[config.mk]
export PLATFORM = sky130hd
export DESIGN_NAME = sdr_tx_arbiter
export DESIGN_NICKNAME = d
export VERILOG_FILES = /design/src/rtl/sdr_tx_arbiter.sv
export SDC_FILE = /design/constraint.sdc
export NUM_CORES = 1
export LEC_CHECK = 0
export BUFFER_PORTS_ARGS = -buffer_cell sky130_fd_sc_hd__buf_2
export CAP_MARGIN = 20
export CORE_AREA = 2 2 164 166
export DETAILED_ROUTE_END_ITERATION = 16
export DIE_AREA = 0 0 166 168
export PLACE_DENSITY_LB_ADDON = 0.12
export SKIP_LAST_GASP = 1
export SLEW_MARGIN = 20
export SYNTH_ARGS = -nofsm -noshare
export SYNTH_HDL_FRONTEND = slang
export SYNTH_SLANG_ARGS = --single-unit
[constraint.sdc]
create_clock -name clk -period 2.5 [get_ports clk]
set_clock_uncertainty 0.05 [all_clocks]
set_input_delay 0.125 -clock clk [delete_from_list [all_inputs] [get_ports clk]]
set_output_delay 0.125 -clock clk [all_outputs]
set_load 0.02 [all_outputs]
[src/rtl/sdr_tx_arbiter.sv]
// Frame-aware round-robin AXIS arbiter for the SDR TX path.
// Grants change only at TLAST boundaries; a per-grant frame quota bounds path ownership.
module sdr_tx_arbiter #(
    parameter int unsigned NUM_SRC    = 4,
    parameter int unsigned AXIS_BYTES = 8,
    parameter int unsigned QUOTA_W    = 4
) (
    input  logic                              clk,
    input  logic                              rst_n,
    input  logic                              cfg_enable,
    input  logic [NUM_SRC-1:0]                cfg_src_mask,
    input  logic [QUOTA_W-1:0]                cfg_quota,
    input  logic [NUM_SRC*AXIS_BYTES*8-1:0]   s_axis_tdata,
    input  logic [NUM_SRC*AXIS_BYTES-1:0]     s_axis_tkeep,
    input  logic [NUM_SRC-1:0]                s_axis_tvalid,
    input  logic [NUM_SRC-1:0]                s_axis_tlast,
    output logic [NUM_SRC-1:0]                s_axis_tready,
    output logic [AXIS_BYTES*8-1:0]           m_axis_tdata,
    output logic [AXIS_BYTES-1:0]             m_axis_tkeep,
    output logic                              m_axis_tvalid,
    output logic                              m_axis_tlast,
    input  logic                              m_axis_tready,
    output logic                              grant_valid,
    output logic [$clog2(NUM_SRC)-1:0]        grant_id,
    output logic [31:0]                       frame_count
);

    localparam int unsigned DW  = AXIS_BYTES * 8;
    localparam int unsigned IDW = $clog2(NUM_SRC);
    localparam logic [IDW:0] NSRC_W = (IDW+1)'(NUM_SRC);

    localparam logic [0:0] ST_IDLE  = 1'b0;
    localparam logic [0:0] ST_GRANT = 1'b1;

    logic [0:0]            state_q,      state_d;
    logic [IDW-1:0]        rr_ptr_q,     rr_ptr_d;
    logic [IDW-1:0]        gid_q,        gid_d;
    logic                  gvalid_q,     gvalid_d;
    logic [QUOTA_W-1:0]    frames_q,     frames_d;
    logic                  frame_open_q, frame_open_d;
    logic [DW-1:0]         m_data_q,     m_data_d;
    logic [AXIS_BYTES-1:0] m_keep_q,     m_keep_d;
    logic                  m_valid_q,    m_valid_d;
    logic                  m_last_q,     m_last_d;
    logic [31:0]           fcnt_q,       fcnt_d;

    logic [NUM_SRC-1:0]    eligible;
    logic [NUM_SRC-1:0]    gid_onehot;
    logic [NUM_SRC-1:0]    others;
    logic [2*NUM_SRC-1:0]  rot;
    logic                  win_found;
    logic [IDW:0]          win_sum;
    logic [IDW-1:0]        win_id;
    logic                  sel_valid;
    logic                  sel_last;
    logic                  sel_mask;
    logic [DW-1:0]         sel_data;
    logic [AXIS_BYTES-1:0] sel_keep;
    logic                  can_load;
    logic                  accept;
    logic [QUOTA_W-1:0]    quota_eff;

    // Granted-source mux and round-robin winner search starting at rr_ptr.
    always_comb begin
        eligible   = {NUM_SRC{cfg_enable}} & cfg_src_mask & s_axis_tvalid;
        gid_onehot = '0;
        sel_valid  = 1'b0;
        sel_last   = 1'b0;
        sel_mask   = 1'b0;
        sel_data   = '0;
        sel_keep   = '0;
        for (int unsigned i = 0; i < NUM_SRC; i++) begin
            if (gid_q == IDW'(i)) begin
                gid_onehot[i] = 1'b1;
                sel_valid     = s_axis_tvalid[i];
                sel_last      = s_axis_tlast[i];
                sel_mask      = cfg_src_mask[i];
                sel_data      = s_axis_tdata[i*DW +: DW];
                sel_keep      = s_axis_tkeep[i*AXIS_BYTES +: AXIS_BYTES];
            end
        end
        others = eligible & ~gid_onehot;

        rot       = {eligible, eligible} >> rr_ptr_q;
        win_found = 1'b0;
        win_sum   = '0;
        for (int unsigned k = 0; k < NUM_SRC; k++) begin
            if (rot[k] && !win_found) begin
                win_found = 1'b1;
                win_sum   = {1'b0, rr_ptr_q} + (IDW+1)'(k);
            end
        end
        win_id = (win_sum >= NSRC_W) ? IDW'(win_sum - NSRC_W) : IDW'(win_sum);
    end

    // Next-state, output slice and frame accounting.
    always_comb begin
        state_d      = state_q;
        rr_ptr_d     = rr_ptr_q;
        gid_d        = gid_q;
        gvalid_d     = gvalid_q;
        frames_d     = frames_q;
        frame_open_d = frame_open_q;
        m_data_d     = m_data_q;
        m_keep_d     = m_keep_q;
        m_valid_d    = m_valid_q;
        m_last_d     = m_last_q;
        fcnt_d       = fcnt_q;
        s_axis_tready = '0;

        can_load  = ~m_valid_q | m_axis_tready;
        quota_eff = (cfg_quota == '0) ? QUOTA_W'(1) : cfg_quota;
        accept    = (state_q == ST_GRANT) && can_load && sel_valid;

        if (m_valid_q && m_axis_tready) begin
            m_valid_d = 1'b0;
            if (m_last_q) begin
                fcnt_d = fcnt_q + 32'(1);
            end
        end
        if (accept) begin
            m_valid_d = 1'b1;
            m_data_d  = sel_data;
            m_keep_d  = sel_keep;
            m_last_d  = sel_last;
        end

        case (state_q)
            ST_IDLE: begin
                if (win_found) begin
                    state_d      = ST_GRANT;
                    gid_d        = win_id;
                    gvalid_d     = 1'b1;
                    frames_d     = '0;
                    frame_open_d = 1'b0;
                    rr_ptr_d     = (win_id == IDW'(NUM_SRC - 1)) ? '0 : win_id + IDW'(1);
                end
            end
            ST_GRANT: begin
                if (state_q == ST_GRANT) begin
                    s_axis_tready = gid_onehot & {NUM_SRC{can_load}};
                end
                if (accept) begin
                    frame_open_d = ~sel_last;
                    if (sel_last) begin
                        frames_d = frames_q + QUOTA_W'(1);
                    end
                end
                // Release only between frames, evaluated on the post-accept frame state.
                if (!frame_open_d &&
                    ((frames_d >= quota_eff) || !cfg_enable || !sel_mask ||
                     (!sel_valid && (others != '0)))) begin
                    state_d  = ST_IDLE;
                    gvalid_d = 1'b0;
                end
            end
            default: begin
                state_d  = ST_IDLE;
                gvalid_d = 1'b0;
            end
        endcase
    end

    always_ff @(posedge clk) begin
        if (!rst_n) begin
            state_q      <= ST_IDLE;
            rr_ptr_q     <= '0;
            gid_q        <= '0;
            gvalid_q     <= 1'b0;
            frames_q     <= '0;
            frame_open_q <= 1'b0;
            m_data_q     <= '0;
            m_keep_q     <= '0;
            m_valid_q    <= 1'b0;
            m_last_q     <= 1'b0;
            fcnt_q       <= '0;
        end else begin
            state_q      <= state_d;
            rr_ptr_q     <= rr_ptr_d;
            gid_q        <= gid_d;
            gvalid_q     <= gvalid_d;
            frames_q     <= frames_d;
            frame_open_q <= frame_open_d;
            m_data_q     <= m_data_d;
            m_keep_q     <= m_keep_d;
            m_valid_q    <= m_valid_d;
            m_last_q     <= m_last_d;
            fcnt_q       <= fcnt_d;
        end
    end

    assign m_axis_tdata  = m_data_q;
    assign m_axis_tkeep  = m_keep_q;
    assign m_axis_tvalid = m_valid_q;
    assign m_axis_tlast  = m_last_q;
    assign grant_valid   = gvalid_q;
    assign grant_id      = gid_q;
    assign frame_count   = fcnt_q;

endmodule

==> results of run 1 <==
[metrics by stage]
| stage | hold slack [ns] | instances |
|---|---|---|
| 6_report | 0.04999 | 1469 |
| 5_1_grt | 0.03718 | 1469 |
| 4_1_cts | 0.02699 | 1466 |
| 3_5_place_dp | 0.3935 | 1434 |
| 3_3_place_gp | 0.3912 | 1434 |
| 2_1_floorplan | 0.2973 | 702 |
[critical path, stage by stage, from the launching register on]
cell and delay (ns):
dfxtp_4 0.36, mux4_2 0.50, and4_4 0.24, xnor2_2 0.13
ha_1 0.27, nand2b_4 0.14, a211oi_2 0.17, o21ai_1 0.09
o31ai_2 0.24, a22o_1 0.17
[power groups by stage]
stage / clock [W] / combinational (W) / sequential (W)
after detailed placement: 0 / 0.00107 / 0.00204
after floorplan: 0 / 0.000494 / 0.00213
final: 0.00249 / 0.00106 / 0.00200
after CTS: 0.00258 / 0.00107 / 0.00200
after global routing: 0.00267 / 0.00116 / 0.00201
after global placement: 0 / 0.00107 / 0.00204
[layout by cell type, fill, tap and decap left out, types with 5 or more instances in the layout]
cell / netlist / layout
o21ai_0: 8 / 7
nor3_1: 17 / 17
nand3_1: 13 / 12
clkinv_4: 0 / 5
nand4_1: 9 / 9
buf_4: 0 / 24
inv_1: 19 / 18
dfxtp_1: 117 / 115
xnor2_1: 22 / 21
xor2_1: 7 / 7
nor4_1: 5 / 5
nor2_1: 39 / 39
a21oi_1: 82 / 82
buf_2: 11 / 420
ha_1: 7 / 7
or3_1: 5 / 5
clkbuf_16: 0 / 17
mux4_2: 75 / 75
nand2_1: 169 / 169
[area by class of cell]
class / instances / area, sq um
Clock buffer: 17 / 425.4
Clock inverter: 15 / 172.7
Fill cell: 2751 / 16550
Inverter: 19 / 72.57
Multi-Input combinational cell: 512 / 3994
Sequential cell: 117 / 2350
Tap cell: 341 / 426.7
Timing Repair Buffer: 448 / 2362
[state kept, by name (all words and copies together) (netlist names), 2 cells and up]
| name | flops |
|---|---|
| frame_count | 32 |
| frames_q | 4 |
| grant_id | 2 |
| m_axis_tdata | 64 |
| m_axis_tkeep | 8 |
| rr_ptr_q | 2 |
[what timing repair did]
item                       in CTS  in global routing
gates resized for setup         0                  1
setup buffers                   0                  3
setup endpoints to repair       0                  2
[kinds of logic (layout without fill, tap and decap cells)]
kind of cell / Yosys count / in the layout / synth area share
AOI/OAI and AO/OA: 118 / 118 / 0.1025
xor gates and xnor gates: 29 / 29 / 0.03845
adders and majority gates: 7 / 7 / 0.01326
buffers and inverters: 73 / 499 / 0.04584
DFF: 117 / 117 / 0.3546
muxes: 77 / 77 / 0.2588
and+or+nand+nor: 281 / 281 / 0.1866
[layer usage]
layer	routed length, um	GRT usage	part of all wire
met1	11340	0.2319	0.45
met2	11880	0.2899	0.48
met3	1483	0.04490	0.059
met4	249	0.03743	0.010
met5	0	0	0
[worst min path at each step]
stage	endpoint	slack (ns)	cells after the start
floorplan	rr_ptr_q[0]$_SDFFE_PN0P_	0.30	3
global placement	m_axis_tdata[57]$_SDFFE_PN0N_	0.39	2
detailed placement	m_axis_tdata[24]$_SDFFE_PN0N_	0.39	2
CTS	frames_q[3]$_SDFFE_PN0P_	0.03	2
global route	frames_q[3]$_SDFFE_PN0P_	0.04	2
finish	frames_q[3]$_SDFFE_PN0P_	0.05	2
==> reports/qor_table.md, run 1 <==
| Quantity | This run |
|:---|:---|
| Run status | finished clean |
| Detailed-route via count | 6904 |
| Antenna Nets Post-Route | 0 |
| Type of the worst min-delay path | in2reg |
| DRC errors left | 0 |
| VDD IR-drop max | 0.3284 mV |
| Seq pwr share | 0.360 |
| Count of endpoints failing setup in the final report | 0 |
| Worst-case register-to-register setup slack | 0.07 ns |
| Smallest setup slack after layout | 0.07408 ns |
| Slew HR | 0.5900 |
| Total net switching power | 0.001583 W |
| Number of iterations in the first detailed-routing pass | 4 |
| Sequential-to-total area share from yosys stat | 0.3546 |
| Top area cells in the synthesized netlist | dfxtp_1, mux4_2, nand2_1, a21oi_1, xnor2_1 |
| Clock share of power | 0.449 |
| Average wire per cell in the routed design | 16.98 um |
| Clock edge transition at the registers on the reported setup and hold paths | 0.06 ns |
| Antenna violations before repair | 0 |
| Number of global-route vias before repair | 6868 |
| Final-report max-slew violation count | 0 |
| Final HPWL DP | 19280 um |
| Hold_buf cts | 0 |
| # H-tree levels | 4 |
| Placed instance area | 9175 sq um |
| Final Total Pwr | 0.005545 W |
| Internal | 0.003962 W |
| Reg-to-reg startpoint | grant_id[0]$_SDFFE_PN0P_ |
| Peak fanout along the critical path | 6 |
| Maximum Capacitance Violations | 0 |
| Vias/cell | 4.700 |
| Worst endpoint data arrival time | 2.74 ns |
| Ports | 421 |
| Count of flip-flops with a built-in enable after synthesis | 0 |
| Unique cell type count in the Yosys netlist | 50 |
| Number of buffers inserted by port buffering | 420 |
| Worst min-delay path startpoint | rst_n |
| Core region area | 26350 sq um |
| Final-layout setup total negative slack | 0 ns |
| Part of the power in combinational logic | 0.191 |
| Sw Share | 0.2855 |
| Die Ht | 168 um |
| End of the worst register-to-register path | grant_valid$_SDFFE_PN0P_ |
| Starting density of the core | 0.2507 |
| Warning count from the yosys run | 0 |
| Synth Flop Type | dfxtp_1 |
| Bufs on Longest Clock Path | 2 |
| Root buf cell | clkbuf_16 |
| Post-synthesis instance total | 702 |
| Net count after synthesis | 1017 |
| Number of storage elements in the synthesis netlist | 117 |
| Placer Congestion | 0.8286 |
| Setup CP Type | reg2reg |
| Clk Latency, worst-skew pair | 0.42 ns |
| Cell area after layout | 9803 sq um |
| Share of flip-flops with an asynchronous set or reset | 0 |
| Clock sinks | 117 |
| Startpoint Class | flop |
| Fraction of post-synthesis cell area in the top cell type by area | 0.3546 |
| Final min period | 2.426 ns |
| Total gr overflow | 0 |
| First-iteration detailed-routing DRC count | 394 |
| Commonest cells in the synthesized netlist | nand2_1, dfxtp_1, a21oi_1 |
| Final cell utilization of the core | 0.3720 |
| Final routed wirelength across all metal layers | 24950 um |
| Required arrival time at the worst endpoint | 2.81 ns |
| Synth area leader | dfxtp_1 |
| Worst Tran Pin Value | 0.6127 ns |
| Die area | 27890 sq um |
| Setup Slack @ Placement | 0.05096 ns |
| Antenna diode count | 0 |
| Wire length of the first global-routing pass | 38560 um |
| Crit path capture type | flop |
| Pin count of the biggest net entering global routing | 110 |
| TritonCTS Buffers | 17 |
| Average size of a mapped cell | 9.409 sq um |
| Share of the clock period used by the worst path after layout | 0.9704 |
| Total global-route track usage | 0.1752 |
| TritonCTS clock tree | done |
| Worst Reg2Reg Path Length in Cells | 9 |
| Critical Path Source | grant_id[0]$_SDFFE_PN0P_ |
| Total standard cell area after synthesis | 6605 sq um |
| Most common cell in the netlist | nand2_1 |
| Total power divided by cell area | 565.6 nW/um^2 |
| Die boundary width | 166 um |
| Unrepaired setup endpoints after global routing | true |
| Leakage power total | 4.263 nW |
| Maximum clock frequency | 412.2 MHz |
| Cell Rows | 60 |
| CP Capture Point | grant_valid$_SDFFE_PN0P_ |
| Fraction of layout instances using a drive strength above 1 | 0.5053 |
| Final hold violation count | 0 |
| Layout Area Growth over Synthesis | 48.42% |
| Total number of nets in the final design | 1430 |
Note: power is estimated with default switching activity, not from simulation.
==> inputs of run 2 (changes only) <==
--- a/config.mk
+++ b/config.mk
@@ -8,6 +8,7 @@
 export BUFFER_PORTS_ARGS = -buffer_cell sky130_fd_sc_hd__buf_2
 export CAP_MARGIN = 20
 export CORE_AREA = 2 2 164 166
+export CTS_CLUSTER_SIZE = 28
 export DETAILED_ROUTE_END_ITERATION = 16
 export DIE_AREA = 0 0 166 168
 export PLACE_DENSITY_LB_ADDON = 0.12
==> constraint.sdc (replaced) <==
create_clock -name clk -period 2.1 [get_ports clk]
set_clock_uncertainty 0.05 [all_clocks]
set_input_delay 0.105 -clock clk [delete_from_list [all_inputs] [get_ports clk]]
set_output_delay 0.105 -clock clk [all_outputs]
set_load 0.02 [all_outputs]
==> run 2 against run 1 <==
Compared with the run above:
- the run now ends with setup timing left
- clock power is 23% higher
- total power is 22% higher
- non-clock buffer count is 23 higher
- die area stayed put
- combinational power is 24% higher
- utilization is 0.97 points higher
- worst hold slack worse by 0.017 ns
- first-iteration DRC count is 24% lower
- fmax is 0.49% higher
- critical endpoint unchanged
- largest power group unchanged
- highest routed layer unchanged
==> reports/qor_table.md, run 2 (synthesized netlist as in run 1, its figures left out) <==
| Quantity | This run | vs previous |
|:---|:---|:---|
| Number of iterations in the first detailed-routing pass | 6 | was 4 |
| Commonest cells after routing, fill and taps aside | buf_2, nand2_1, dfxtp_1, a21oi_1, mux4_2 | unchanged |
| Setup CP Type | reg2reg | unchanged |
| Starting density of the core | 0.2507 | unchanged |
| First-iteration detailed-routing DRC count | 299 | was 394 |
| TritonCTS Buffers | 17 | unchanged |
| Pin count of the biggest net entering global routing | 82 | was 110 |
| Final HPWL DP | 19560 um | was 19280 um |
| Placed instance area | 9365 sq um | was 9175 sq um |
| Worst Tran Pin Value | 0.4744 ns | was 0.6127 ns |
| Worst-case register-to-register setup slack | -0.31 ns | was 0.07 ns |
| Slew HR | 0.6837 | was 0.5900 |
| Final Total Pwr | 0.006757 W | was 0.005545 W |
| Crit path capture type | flop | unchanged |
| Antenna violations before repair | 0 | unchanged |
| Share of the clock period used by the worst path after layout | 1.150 | was 0.9704 |
| Cell Rows | 60 | unchanged |
| Final hold violation count | 0 | unchanged |
| Vias/cell | 4.662 | was 4.700 |
| Maximum clock frequency | 414.3 MHz | was 412.2 MHz |
| Number of buffers inserted by port buffering | 420 | unchanged |
| Unrepaired setup endpoints after global routing | true | unchanged |
| Final-layout setup total negative slack | -0.6153 ns | was 0 ns |
| Most common cell after layout, fill and taps aside | buf_2 | unchanged |
| # H-tree levels | 4 | unchanged |
| Fraction of layout instances using a drive strength above 1 | 0.5152 | was 0.5053 |
| TritonCTS clock tree | done | unchanged |
| Average wire per cell in the routed design | 16.98 um | about the same |
| Clk Latency, worst-skew pair | 0.41 ns | was 0.42 ns |
| Final min period | 2.414 ns | was 2.426 ns |
| Hold_buf cts | 0 | unchanged |
| Final-report max-slew violation count | 0 | unchanged |
| Die Ht | 168 um | unchanged |
| Worst endpoint data arrival time | 2.72 ns | was 2.74 ns |
| Count of endpoints failing setup in the final report | 2 | was 0 |
| Layout Area Growth over Synthesis | 52.30% | was 48.42% |
| Detailed-route via count | 6965 | was 6904 |
| Die boundary width | 166 um | unchanged |
| DRC errors left | 0 | unchanged |
| Bufs on Longest Clock Path | 2 | unchanged |
| Required arrival time at the worst endpoint | 2.41 ns | was 2.81 ns |
| Setup Slack @ Placement | -0.3466 ns | was 0.05096 ns |
| Peak fanout along the critical path | 5 | was 6 |
| Violations in the final reports | setup timing |  |
| Clock edge transition at the registers on the reported setup and hold paths | 0.06 ns | about the same |
| Run status | finished with violations | was finished clean |
| Die area | 27890 sq um | unchanged |
| Ports | 421 | unchanged |
| Core region area | 26350 sq um | unchanged |
| Leakage power total | 4.401 nW | was 4.263 nW |
| Placer Congestion | 0.8100 | was 0.8286 |
| Type of the worst min-delay path | in2reg | unchanged |
| Clock sinks | 117 | unchanged |
| Total gr overflow | 0 | unchanged |
| Total power divided by cell area | 671.7 nW/um^2 | was 565.6 nW/um^2 |
| Antenna Nets Post-Route | 0 | unchanged |
| Total global-route track usage | 0.1804 | was 0.1752 |
| Cell area after layout | 10060 sq um | was 9803 sq um |
| Maximum Capacitance Violations | 0 | unchanged |
| Wire length of the first global-routing pass | 39480 um | was 38560 um |
| Smallest setup slack after layout | -0.3140 ns | was 0.07408 ns |
| Root buf cell | clkbuf_16 | unchanged |
| Final routed wirelength across all metal layers | 25370 um | was 24950 um |
| Flip-flop count of the largest register, all copies and words added | 64 | unchanged |
| Number of global-route vias before repair | 7170 | was 6868 |
| Startpoint Class | flop | unchanged |
| VDD IR-drop max | 0.3862 mV | was 0.3284 mV |
| Total number of nets in the final design | 1453 | was 1430 |
==> run 2: timing repair <==
action,CTS,global route
setup buffers,0,3
gates resized for setup,2,2
hold endpoints to repair,0,0
endpoints found under the setup margin,57,8
pin swaps,2,3
gates cloned,1,0
==> run 2: worst paths after layout <==
| path | from | to | cells after the start |
|---|---|---|---|
| worst max-delay path | grant_id[1]$_SDFFE_PN0P_ | grant_valid$_SDFFE_PN0P_ | 9 |
| worst min register to register | m_axis_tdata[40]$_SDFFE_PN0N_ | m_axis_tdata[40]$_SDFFE_PN0N_ | 2 |
| worst min-delay path | rst_n | frames_q[3]$_SDFFE_PN0P_ | 2 |
| worst max register to register | grant_id[1]$_SDFFE_PN0P_ | grant_valid$_SDFFE_PN0P_ | 9 |
==> run 2: per-layer routing <==
metal,up-vias,GRT usage,part of all wire
li1,3405,-,-
met4,0,0.04272,0.013
met2,234,0.3042,0.48
met5,-,0,0
met1,3305,0.2278,0.44
met3,21,0.05360,0.065
==> run 2: power breakdown <==
part	switching (W)	internal, W	total [W]
clock network	0.00117	0.00190	0.00307
logic	0.000662	0.000647	0.00131
registers	0.0000547	0.00232	0.00237
==> run 2: metrics by stage <==
step                      hold slack (ns)    util  std cells
after CTS                        0.009523  0.3805       1489
after global routing              0.01277  0.3816       1492
after detailed placement           0.3944  0.3554       1456
after floorplan                    0.2773       -        702
after global placement             0.3901  0.3554       1456
final                             0.03283  0.3818       1494
==> run 2: final cells by class <==
| type | count | area [sq um] |
|---|---|---|
| Antenna cell | 2 | 5.005 |
| Clock buffer | 17 | 425.4 |
| Clock inverter | 15 | 191.4 |
| Fill cell | 2778 | 16290 |
| Inverter | 19 | 72.57 |
| Multi-Input combinational cell | 512 | 3989 |
| Sequential cell | 117 | 2350 |
| Tap cell | 341 | 426.7 |
| Timing Repair Buffer | 471 | 2600 |
==> run 2: critical path, stage by stage, from the launching register on <==
cell      delay [ns]
dfxtp_4         0.35
mux4_2          0.52
and4_4          0.23
xnor2_1         0.12
ha_1            0.27
nand2b_4        0.14
a211oi_2        0.17
o21ai_1         0.10
o31ai_2         0.24
a22o_1          0.17
==> inputs of run 3 (changes only) <==
--- a/config.mk
+++ b/config.mk
@@ -5,15 +5,17 @@
 export SDC_FILE = /design/constraint.sdc
 export NUM_CORES = 1
 export LEC_CHECK = 0
+export ABC_AREA = 1
 export BUFFER_PORTS_ARGS = -buffer_cell sky130_fd_sc_hd__buf_2
 export CAP_MARGIN = 20
-export CORE_AREA = 2 2 164 166
+export CORE_AREA = 2 2 165 167
 export CTS_CLUSTER_SIZE = 28
 export DETAILED_ROUTE_END_ITERATION = 16
-export DIE_AREA = 0 0 166 168
+export DIE_AREA = 0 0 167 169
 export PLACE_DENSITY_LB_ADDON = 0.12
 export SKIP_LAST_GASP = 1
 export SLEW_MARGIN = 20
 export SYNTH_ARGS = -nofsm -noshare
 export SYNTH_HDL_FRONTEND = slang
 export SYNTH_SLANG_ARGS = --single-unit
+export TNS_END_PERCENT = 5
==> run 3 against run 2 <==
Compared with the run above:
- the run still ends with setup timing left
- via count is 35% higher
- wire length is 30% higher
- die area is 1.2% higher
- critical path type unchanged
- critical endpoint is now state_q$_SDFF_PN0_
- highest routed layer unchanged
==> reports/qor_table.md, run 3 <==
| Quantity | This run | vs previous |
|:---|:---|:---|
| Slew HR | 0.4100 | was 0.6837 |
| Starting density of the core | 0.2819 | was 0.2507 |
| Post-synthesis instance total | 1082 | was 702 |
| Total number of nets in the final design | 1882 | was 1453 |
| Run status | finished with violations | unchanged |
| Worst endpoint data arrival time | 2.53 ns | was 2.72 ns |
| Commonest cells in the synthesized netlist | nand2_1, nor2_1, dfxtp_1 | was nand2_1, dfxtp_1, a21oi_1 |
| Peak fanout along the critical path | 6 | was 5 |
| Total gr overflow | 0 | unchanged |
| Proportion of synthesized area in mux cells | 0 | was 0.2588 |
| Crit path max-delay cell type | dfxtp_4 | was mux4_2 |
| Final-layout setup total negative slack | -1.150 ns | was -0.6153 ns |
| Sequential-to-total area share from yosys stat | 0.3136 | was 0.3546 |
| # H-tree levels | 4 | unchanged |
| Total global-route track usage | 0.2261 | was 0.1804 |
| Required arrival time at the worst endpoint | 2.34 ns | was 2.41 ns |
| Number of buffers inserted by port buffering | 420 | unchanged |
| Ports | 421 | unchanged |
| Sw Share | 0.4505 | was 0.2799 |
| Flip-flop count of the largest register, all copies and words added | 64 | unchanged |
| Worst path buffer plus inverter count | 2 | was 0 |
| Seq pwr share | 0.240 | was 0.351 |
| Synth Flop Type | dfxtp_1 | unchanged |
| Number of iterations in the first detailed-routing pass | 5 | was 6 |
| Fillcell total | 2832 | was 2778 |
| Wire length of the first global-routing pass | 50140 um | was 39480 um |
| Final hold violation count | 0 | unchanged |
| Dominant combinational cell family by area after synthesis | simple AND/OR/NAND/NOR gates | was multiplexers |
| Type of the worst min-delay path | in2reg | unchanged |
| VDD IR-drop max | 0.6764 mV | was 0.3862 mV |
| Smallest setup slack after layout | -0.1831 ns | was -0.3140 ns |
| Bufs on Longest Clock Path | 2 | unchanged |
| Most common cell in the netlist | nand2_1 | unchanged |
| Root buf cell | clkbuf_16 | unchanged |
| Setup Slack @ Placement | -0.1684 ns | was -0.3466 ns |
| Net count after synthesis | 1397 | was 1017 |
| Average wire per cell in the routed design | 17.21 um | was 16.98 um |
| Number of storage elements in the synthesis netlist | 117 | unchanged |
| Compound-gate portion of the synthesized area | 0.2305 | was 0.1025 |
| Warning count from the yosys run | 0 | unchanged |
| Startpoint Class | flop | unchanged |
| Number of global-route vias before repair | 9236 | was 7170 |
| Clock share of power | 0.239 | was 0.455 |
| Final routed wirelength across all metal layers | 33090 um | was 25370 um |
| Cell-by-cell listing of the critical path | nor2_4, nand2_1, nand3_2, nand2_2, o21ai_4, inv_2, nand2_2, nand2_2, and2_4, ha_4, inv_1, o21bai_1, nand3_1, nand4_1, nor2_1, nand2_1, nand3_2, nand2_1, nor2_1 | was mux4_2, and4_4, xnor2_1, ha_1, nand2b_4, a211oi_2, o21ai_1, o31ai_2, a22o_1 |
| Antenna violations before repair | 2 | was 0 |
| Final min period | 2.283 ns | was 2.414 ns |
| Top area cells in the synthesized netlist | dfxtp_1, nand2_1, nand3_1, a211oi_2, nor2_1 | was dfxtp_1, mux4_2, nand2_1, a21oi_1, xnor2_1 |
| Average size of a mapped cell | 6.904 sq um | was 9.409 sq um |
| Maximum Capacitance Violations | 0 | unchanged |
| Clock edge transition at the registers on the reported setup and hold paths | 0.06 ns | about the same |
| Violations in the final reports | setup timing | unchanged |
| Internal | 0.007282 W | was 0.004866 W |
| Vias/cell | 4.878 | was 4.662 |
| Cell Rows | 60 | unchanged |
| Final HPWL DP | 24770 um | was 19560 um |
| Count of flip-flops with a built-in enable after synthesis | 0 | unchanged |
| Synth Area in XOR/XNOR | 0.01642 | was 0.03845 |
| Count of endpoints failing setup in the final report | 31 | was 2 |
| Pin count of the biggest net entering global routing | 144 | was 82 |
| Crit path capture type | flop | unchanged |
| TritonCTS clock tree | done | unchanged |
| Layout Area Growth over Synthesis | 52.97% | was 52.30% |
| Die boundary width | 167 um | was 166 um |
| Synth area leader | dfxtp_1 | unchanged |
| Maximum clock frequency | 438.0 MHz | was 414.3 MHz |
| Placer Congestion | 0.9366 | was 0.8100 |
| Antenna Nets Post-Route | 0 | unchanged |
| Unique cell type count in the Yosys netlist | 46 | was 50 |
| Commonest cells after routing, fill and taps aside | buf_2, nand2_1, nor2_1, dfxtp_1, nand3_1 | was buf_2, nand2_1, dfxtp_1, a21oi_1, mux4_2 |
| Final-report max-slew violation count | 0 | unchanged |
| Total standard cell area after synthesis | 7470 sq um | was 6605 sq um |
| Unrepaired setup endpoints after global routing | true | unchanged |
| Die area | 28220 sq um | was 27890 sq um |
| DRC errors left | 0 | unchanged |
| Fraction of layout instances using a drive strength above 1 | 0.3753 | was 0.5152 |
| Share of flip-flops with an asynchronous set or reset | 0 | unchanged |
| Kind of cell with the highest combined delay on the critical path | simple AND/OR/NAND/NOR gates | was compound AO/OA/AOI/OAI gates |
| Core region area | 26500 sq um | was 26350 sq um |
| Total net switching power | 0.005971 W | was 0.001891 W |
| Leakage power total | 5.378 nW | was 4.401 nW |
| Setup CP Type | reg2reg | unchanged |
| Worst Tran Pin Value | 0.8849 ns | was 0.4744 ns |
| Part of the power in combinational logic | 0.521 | was 0.194 |
| Share of the clock period used by the worst path after layout | 1.087 | was 1.150 |
| Clk Latency, worst-skew pair | 0.41 ns | about the same |
| Synthesized-area fraction occupied by adder cells | 0.01173 | was 0.01326 |
| Simple-Gate Fraction of Synth Area | 0.3392 | was 0.1866 |
| Largest incremental delay on the critical path | 0.39 ns | was 0.52 ns |
| First-iteration detailed-routing DRC count | 472 | was 299 |
| Clock sinks | 117 | unchanged |
| Die Ht | 169 um | was 168 um |
| Fraction of post-synthesis cell area in the top cell type by area | 0.3136 | was 0.3546 |
| TritonCTS Buffers | 17 | unchanged |
| Most common cell after layout, fill and taps aside | buf_2 | unchanged |
| Detailed-route via count | 9380 | was 6965 |
| Total power divided by cell area | 1160 nW/um^2 | was 671.7 nW/um^2 |
## run 3: path summary, 6_finish.rpt
kind	from	endpoint	slack, ns	cells after the start
min reg2reg	m_axis_tdata[36]$_SDFFE_PN0N_	m_axis_tdata[36]$_SDFFE_PN0N_	0.44	2
max	grant_id[0]$_SDFFE_PN0P_	state_q$_SDFF_PN0_	-0.18	19
min	s_axis_tdata[215]	m_axis_tdata[23]$_SDFFE_PN0N_	0.01	3
max reg2reg	grant_id[0]$_SDFFE_PN0P_	state_q$_SDFF_PN0_	-0.18	19
## run 3: logic make-up after synthesis
kind of cell,count (synthesis)
AND/OR/NAND/NOR,599
XOR/XNOR,14
adder cells (fa/ha/maj),7
AO/OA/AOI/OAI,212
flip-flops,117
buffers and inverters,133
## run 3: layout make-up
| cell class | instances | area, sq um | share of cell area |
|---|---|---|---|
| timing repair buffer | 540 | 3233 | 0.2830 |
| inverter | 59 | 232.7 | 0.02037 |
| clock buffer | 20 | 456.7 | 0.03997 |
| multi-input combinational | 832 | 4546 | 0.3978 |
| tap | 341 | 426.7 | 0.03734 |
| clock inverter | 12 | 176.4 | 0.01544 |
| antenna | 2 | 5.005 | 0.0004380 |
| sequential | 117 | 2350 | 0.2056 |
## run 3: layer usage
metal | global-route usage | routed length (um) | vias up
li1 | - | - | 4686
met1 | 0.2687 | 14100 | 4250
met2 | 0.3911 | 15660 | 382
met3 | 0.05120 | 2145 | 62
met4 | 0.09858 | 1183 | 0
met5 | 0 | 0 | -
## run 3: worst register-to-register path, delay by kind of cell, from the launching register on
family / cells / cell delay (ns)
AND/OR/NAND/NOR: 14 / 1.11
flip-flops: 1 / 0.39
adder cells (fa/ha/maj): 1 / 0.26
AO/OA/AOI/OAI: 2 / 0.24
buffers and inverters: 2 / 0.09
## run 3: timing repair
item                                   in CTS  in global routing
endpoints found under the hold margin      56                  0
pin swaps                                   1                 15
setup endpoints to repair                   7                 73
buffers inserted                            1                  5
gates resized for setup                     8                 16
hold buffers                               76                  0
## run 3: per-stage QoR
stage	hold slack (ns)	instances	power [W]	utilization	area (sq um)
after floorplan	0.2242	1082	0.007758	-	7485
after global placement	0.3307	1807	0.009792	0.3733	9892
after detailed placement	0.3392	1807	0.009832	0.3733	9892
after CTS	0.0002074	1916	0.01324	0.4272	11320
after global routing	0.001602	1923	0.01417	0.4312	11430
final	0.01103	1923	0.01325	0.4312	11430
## run 3: power groups by stage
stage / logic (W) / clock network [W] / registers (W)
6_report: 0.00691 / 0.00316 / 0.00318
3_3_place_gp: 0.00659 / 0 / 0.00320
4_1_cts: 0.00680 / 0.00325 / 0.00319
5_1_grt: 0.00758 / 0.00334 / 0.00326
3_5_place_dp: 0.00661 / 0 / 0.00322
2_1_floorplan: 0.00389 / 0 / 0.00387
